`src/rtl/shift_issue_stage.sv`:
```
// Shift-op issue stage: decodes RV32I shift ops on accept and queues them in a
// 2-entry in-order skid buffer feeding the shifter, with an illegal-op counter.
module shift_issue_stage #(
  parameter int size = 32
) (
  input  logic                       clk,
  input  logic                       rst_n,
  input  logic                       in_valid,
  output logic                       in_ready,
  input  logic [2:0]                 funct3,
  input  logic                       funct7_5,
  input  logic                       is_imm,
  input  logic [size-1:0]            rs1_data,
  input  logic [size-1:0]            rs2_data,
  input  logic [$clog2(size)-1:0]    imm_shamt,
  input  logic [4:0]                 rd_addr,
  input  logic                       flush,
  output logic                       out_valid,
  input  logic                       out_ready,
  output logic [1:0]                 sel,
  output logic [$clog2(size)-1:0]    shamt,
  output logic [size-1:0]            data_out,
  output logic [4:0]                 rd_out,
  output logic                       illegal,
  output logic [15:0]                illegal_cnt
);

  localparam int SHW = $clog2(size);

  typedef enum logic [1:0] {
    EMPTY = 2'd0,
    ONE   = 2'd1,
    FULL  = 2'd2
  } occ_t;

  typedef struct packed {
    logic [1:0]      sel;
    logic [SHW-1:0]  shamt;
    logic [size-1:0] data;
    logic [4:0]      rd;
    logic            illegal;
  } entry_t;

  occ_t   occ;
  entry_t head;
  entry_t tail;
  entry_t dec;
  logic   accept;
  logic   pop;
  logic   rs2_unused;

  // Only the low SHW bits of rs2 ever reach the shifter.
  assign rs2_unused = &{1'b1, rs2_data[size-1:SHW]};

  always_comb begin
    dec         = '0;
    dec.data    = rs1_data;
    dec.rd      = rd_addr;
    dec.shamt   = is_imm ? imm_shamt : rs2_data[SHW-1:0];
    dec.illegal = 1'b0;
    if (funct3 == 3'b001 && !funct7_5) begin
      dec.sel = 2'b00;
    end else if (funct3 == 3'b101) begin
      dec.sel = funct7_5 ? 2'b11 : 2'b10;
    end else begin
      // Illegal ops become a zero-distance logical right shift: pass-through.
      dec.sel     = 2'b10;
      dec.shamt   = '0;
      dec.illegal = 1'b1;
    end
  end

  // in_ready is a pure function of occupancy, so no out_ready -> in_ready path.
  assign in_ready  = (occ != FULL);
  assign out_valid = (occ != EMPTY);
  assign accept    = in_valid && in_ready;
  assign pop       = out_valid && out_ready;

  assign sel      = head.sel;
  assign shamt    = head.shamt;
  assign data_out = head.data;
  assign rd_out   = head.rd;
  assign illegal  = head.illegal;

  always_ff @(posedge clk or negedge rst_n) begin
    if (!rst_n) begin
      occ         <= EMPTY;
      head        <= '0;
      tail        <= '0;
      illegal_cnt <= '0;
    end else if (flush) begin
      occ <= EMPTY;
    end else begin
      if (accept && dec.illegal && illegal_cnt != 16'hFFFF) begin
        illegal_cnt <= illegal_cnt + 16'd1;
      end
      unique case (occ)
        EMPTY: begin
          if (accept) begin
            head <= dec;
            occ  <= ONE;
          end
        end
        ONE: begin
          if (accept && pop) begin
            head <= dec;
          end else if (accept) begin
            tail <= dec;
            occ  <= FULL;
          end else if (pop) begin
            occ <= EMPTY;
          end
        end
        FULL: begin
          if (pop) begin
            head <= tail;
            occ  <= ONE;
          end
        end
        default: occ <= EMPTY;
      endcase
    end
  end

endmodule

```
`config.mk`:
```
export PLATFORM = sky130hd
export DESIGN_NAME = shift_issue_stage
export DESIGN_NICKNAME = d
export VERILOG_FILES = /design/src/rtl/shift_issue_stage.sv
export SDC_FILE = /design/constraint.sdc
export NUM_CORES = 1
export LEC_CHECK = 0
export ABC_CLOCK_PERIOD_IN_PS = 1600
export BUFFER_PORTS_ARGS = -buffer_cell sky130_fd_sc_hd__buf_4
export CELL_PAD_IN_SITES_DETAIL_PLACEMENT = 0
export CELL_PAD_IN_SITES_GLOBAL_PLACEMENT = 1
export CORE_MARGIN = 2
export CORE_UTILIZATION = 35
export DETAILED_ROUTE_END_ITERATION = 10
export PLACE_DENSITY_LB_ADDON = 0.25
export SKIP_CTS_REPAIR_TIMING = 1
export SLEW_MARGIN = 0
export SYNTH_ARGS = -nofsm -noshare
export SYNTH_HDL_FRONTEND = slang
export SYNTH_SLANG_ARGS = --single-unit
```
`constraint.sdc`:
```
create_clock -name clk -period 1.6 [get_ports clk]
set_input_delay 0.32 -clock clk [delete_from_list [all_inputs] [get_ports clk]]
set_output_delay 0.32 -clock clk [all_outputs]
set_load 0.05 [all_outputs]
```
* Word level (Yosys, flattened, before mapping)
Index checks and enable logic that the tools add are counted.
Cells by class: magnitude comparators 0, add/subtract/negate cells 1, eq/ne operators 13, reductions and logical operators 14, shift-type cells 0, multipliers 0, muxes and demuxes 19, divide/modulo/power cells 0, bitwise gates (word level) 2
Operators with widths (count):
- two-way mux 45 bit | 3
- case mux 45 bit (3 select lines) | 1
- adder 16 x 1 -> 16 bit (second input constant) | 1
- != test 16 bit (second input constant) | 1
- two-way mux 5 bit | 3
- two-way mux 2 bit | 7
- != test 3 bit (second input constant) | 3
- != test 2 bit (second input constant) | 4
- AND reduction 4 bit | 2
- logical AND 1 bit | 6
- case mux 2 bit (3 select lines) | 1
- AND reduction 5 bit | 1
- two-way mux 1 bit | 4
- != test 4 bit (second input constant) | 1
- equality test 3 x 1 -> 1 bit (second input constant) | 1
- equality test 3 bit (second input constant) | 1
- nonzero test 3 bit | 1
- equality test 2 x 1 -> 1 bit (second input constant) | 1
- equality test 2 bit (second input constant) | 1
- zero test 2 bit | 1
- inverter 1 bit | 2
- AND reduction 2 bit | 1
- nonzero test 2 bit | 1
- zero test 1 bit | 1
Storage, ports and cells: memory bits (read-only) 0, word-level logic and storage cells 61, input bits 84, output and inout port bits 63, memories kept 0, register bits 108, RAM bits 0, bits in latches 0

* Logic depth before layout (Yosys ltp)
word-level depth 7, gate-level depth with buffers 8, gate-level depth less buffers 5

* Worst setup path before layout
OpenSTA, ideal clock, no wires.
path type flip-flop to flip-flop, start register illegal_cnt[7], end register illegal_cnt[3], data arrival time 1.748 ns, slack -0.295 ns, required time 1.453 ns, cell stages (with the launch flop) 6, path buffers 1, clock period less this slack 1.895 ns, library setup time 0.147 ns, cells stage by stage dfrtp_1 nand4_1 nor4_4 buf_6 nor3_1 xor2_1
Between the ends: word-level cells in the longest chain between the ends 3
RTL lines:
- start, declared | RTL line 25 | output logic [15:0] illegal_cnt
- start signal, assigned | RTL line 95 | illegal_cnt <= illegal_cnt + 16'd1;
- != test 16 bit | RTL line 94 | if (accept && dec.illegal && illegal_cnt != 16'hFFFF) begin
- logical AND 1 bit | RTL line 94
- AND reduction 2 bit (no source line)
Every way passes these cells. A chain may end at the register's enable or synchronous reset.

* Final worst setup path
start register occ[0], end output port out_valid
Between the ends: word-level cells in the longest chain between the ends 1
RTL lines:
- start, declared | RTL line 44 | occ_t occ;
- start signal, assigned | RTL line 87 | occ <= EMPTY;
- start signal, assigned | RTL line 92 | occ <= EMPTY;
- start signal, assigned | RTL line 101 | occ <= ONE;
- nonzero test 2 bit | RTL line 75 | assign out_valid = (occ != EMPTY);
- end, declared | RTL line 18 | output logic out_valid,
Every way passes these cells.

==> impl_metrics.yaml <==
outcome:
  outcome: "finished with violations"
  violations: "negative setup slack"
critical_path:
  cpMaxStageDelayCell: "dfrtp_1"
  path_buf_inv: 2
  path_cells: "buf_6 > or2_4 > buf_8"
  crit_cells: 3
  cp_max_fo: 4
  ff2ff_path_depth: 6
  arrival_ns: 1.34
  critPathLaunchType: "flop"
  max_stage_delay_ns: 0.44
  path_class: "reg -> out"
  end_kind: "primary output"
  cp_top_family: "flip-flops"
  crit_required_ns: 1.28
global_route:
  grt_util_met3_pct: 3.99
  grt_pass1_vias: 3864
  track_usage_pct: 15.6
  use_met1_pct: 19.4
  grt_max_degree: 44
  gr-max-usage-layer: "met2"
  antenna_found_initial: 0
  use_met2_pct: 26.5
  grt-ovfl-total: 0
  grt_first_pass_wirelength_um: 19400
timing:
  skew_ns: 0.0113
  worst_slew_pin_slew_ns: 0.497
  period_share_pct: 104
  rsz0062_at_grt: "true"
  final-hold-violation-count: 0
  drv_slew: 0
  setup_ws_ns: -0.0601
  fmax_mhz: 602
  setup_violations: 34
  maxSlewHeadroom_pct: 66.8
  period_needed_ns: 1.66
cts:
  clock_latency_ns: 0.35
  root_buffer: "clkbuf_16"
  htreeDepth: 3
  cts_buffers: 9
  clk_pin_slew_worst_paths_ns: 0.08
  clock_path_buffers: 2
  cts_tree: "built"
  clock_sinks: 108
floorplan:
  io_pins: 147
  fp.dieW_um: 124
  coreArea_mm2: 0.0144
  die-area_mm2: 0.0155
  initial_core_util_pct: 35.3
  rows: 44
  die_h_um: 124
power_and_ir_drop:
  ir_drop_mv: 0.972
  power_density_mw_per_mm2: 1230
  power.leakage_uw: 0.00352
min_path:
  hold_depth: 2
  min_path_type: "in -> reg"
synth:
  synth.avg_cell_area_um2: 11.8
  synth_ff_type: "dfrtp_1"
  netlist_top_cells_area: "dfrtp_1 53%, mux2_2 15%, nand2_1 9.0%"
  ys_ff_latch: 108
  ys_seq_area_share_pct: 53.2
  yosys.cell_types.count: 44
  syn-cell-area_mm2: 0.00508
  synth_edf_count: 0
  synth_fp_nets: 517
  async_flop_share_pct: 100
  synth_top_area_share_pct: 53.2
  synth_largest_area_cell: "dfrtp_1"
  synthCells: 432
  yosys_warnings: 0
routing:
  drc_errors: 0
  drt_wl_total_um: 12400
  drt_iter0_markers: 110
  num_vias: 3731
  routedWlPerCell_um: 15.9
  vias_per_cell: 4.80
  ant_nets: 0
  detailedRoute.firstPassIterationCount: 4
flow_run:
  cap_violations: 0
final_layout:
  n_antenna_cell: 0
  final_nets: 673
  drive_gt1_share_pct: 52.1
  fin_cells: 777
  syn_to_final_growth_pct: 40.5
placement:
  place_ws_ns: -0.0800
  placed_cells: 744
  routabilityCongestion: 0.769
  dpl.hpwl_um: 7830
  io_buffers: 119
-- area by class of cell --
cell class              instances  area [µm²]
repair inverters                1        11.3
clock buffers                   9         225
fillers                      1283        7230
flip-flops and latches        108        2720
well taps                     184         230
clock inverters                 7        77.6
repair buffers                166        1460
multi-input cells             300        2390
inverters                       2        15.0
-- cells in the final DEF (no fill, tap or decap), types with 2 or more instances in the layout --
cell        netlist  final
a21oi_1           2      2
and2_1            2      2
buf_12            0     11
buf_4             1    147
buf_6             8      2
buf_8             0      2
clkbuf_16         0     12
clkinv_4          0      2
clkinvlp_4        0      4
dfrtp_1         108     93
dfrtp_2           0     15
inv_8             0      2
mux2_1           20      8
mux2_2           67     55
mux2_4            6     30
mux2i_1           6      6
nand2_1         122    122
nand3_1           4      3
nand4_1           3      3
nor2_1            7      6
nor2_2            1      2
nor2b_1           3      2
nor3_1            8      7
nor3b_2           1      2
nor4_2            4      6
nor4b_4           0      2
o21ai_0           6      6
xor2_1           13     13
-- logic make-up (layout without fill, tap and decap cells) --
family                   after synthesis  in the layout  share of synthesized area (%)
AO/OA/AOI/OAI                         12             13                           2.07
XOR/XNOR                              14             14                           2.42
adder cells (fa/ha/maj)                1              1                          0.246
buffers and inverters                 25            185                           3.43
flip-flops                           108            108                           53.2
multiplexers                          99             99                           22.3
AND/OR/NAND/NOR                      173            173                           16.3
-- sequential cells by signal, indices dropped and copies added, names as in the netlist --
signal	cells
illegal	1
shamt	5
rd_out	5
sel	2
tail	45
illegal_cnt	16
occ	2
data_out	32
-- worst paths after layout --
| kind | startpoint | to | slack (ns) |
|---|---|---|---|
| worst max-delay path | occ[0] | out_valid | -0.06 |
| worst min-delay path | flush | occ[0] | 0.16 |
| worst max register to register | occ[1] | data_out[7] | -0.05 |
| worst min register to register | tail[43] | tail[43] | 0.48 |
| max in group asynchronous | rst_n | illegal_cnt[11] | 0.68 |
| min in group asynchronous | rst_n | data_out[19] | 0.39 |
-- per-layer routing --
layer,share of wire [%],vias up
li1,-,1776
met1,45,1876
met2,50,70
met3,3.6,9
met4,1.5,0
met5,0,-
-- through the flow --
stage	hold slack, ns	area, µm²	util (%)	total power [µW]	TNS, ns
floorplan	0.0244	5120	-	5430	-0.905
global placement	0.216	6450	44.9	6340	-2.48
detailed placement	0.216	6450	44.9	6420	-2.76
CTS	-0.164	6760	47.0	8730	-1.62
global route	0.156	7130	49.7	9240	-4.71
finish	0.164	7130	49.7	8810	-0.750
-- power by group --
| group | switching, µW | internal (µW) | total, µW |
|---|---|---|---|
| Clock | 1060 | 1220 | 2290 |
| Combinational | 1640 | 1190 | 2840 |
| Sequential | 367 | 3320 | 3680 |
-- synthesized netlist by cell type, types with 2 or more instances --
cell type	number
nand2_1	122
nor4_2	4
xor2_1	13
mux2_2	67
nand4_1	3
nor3b_1	2
and2_1	2
mux2_4	6
nor2b_1	3
dfrtp_1	108
a21oi_1	2
nor3_1	8
nor4b_2	2
clkbuf_1	5
nand3_1	4
nor2_1	7
buf_2	9
mux2i_1	6
mux2_1	20
o21ai_0	6
buf_6	8
nor4_1	3
No activity file was read; power rests on OpenSTA's default activity.
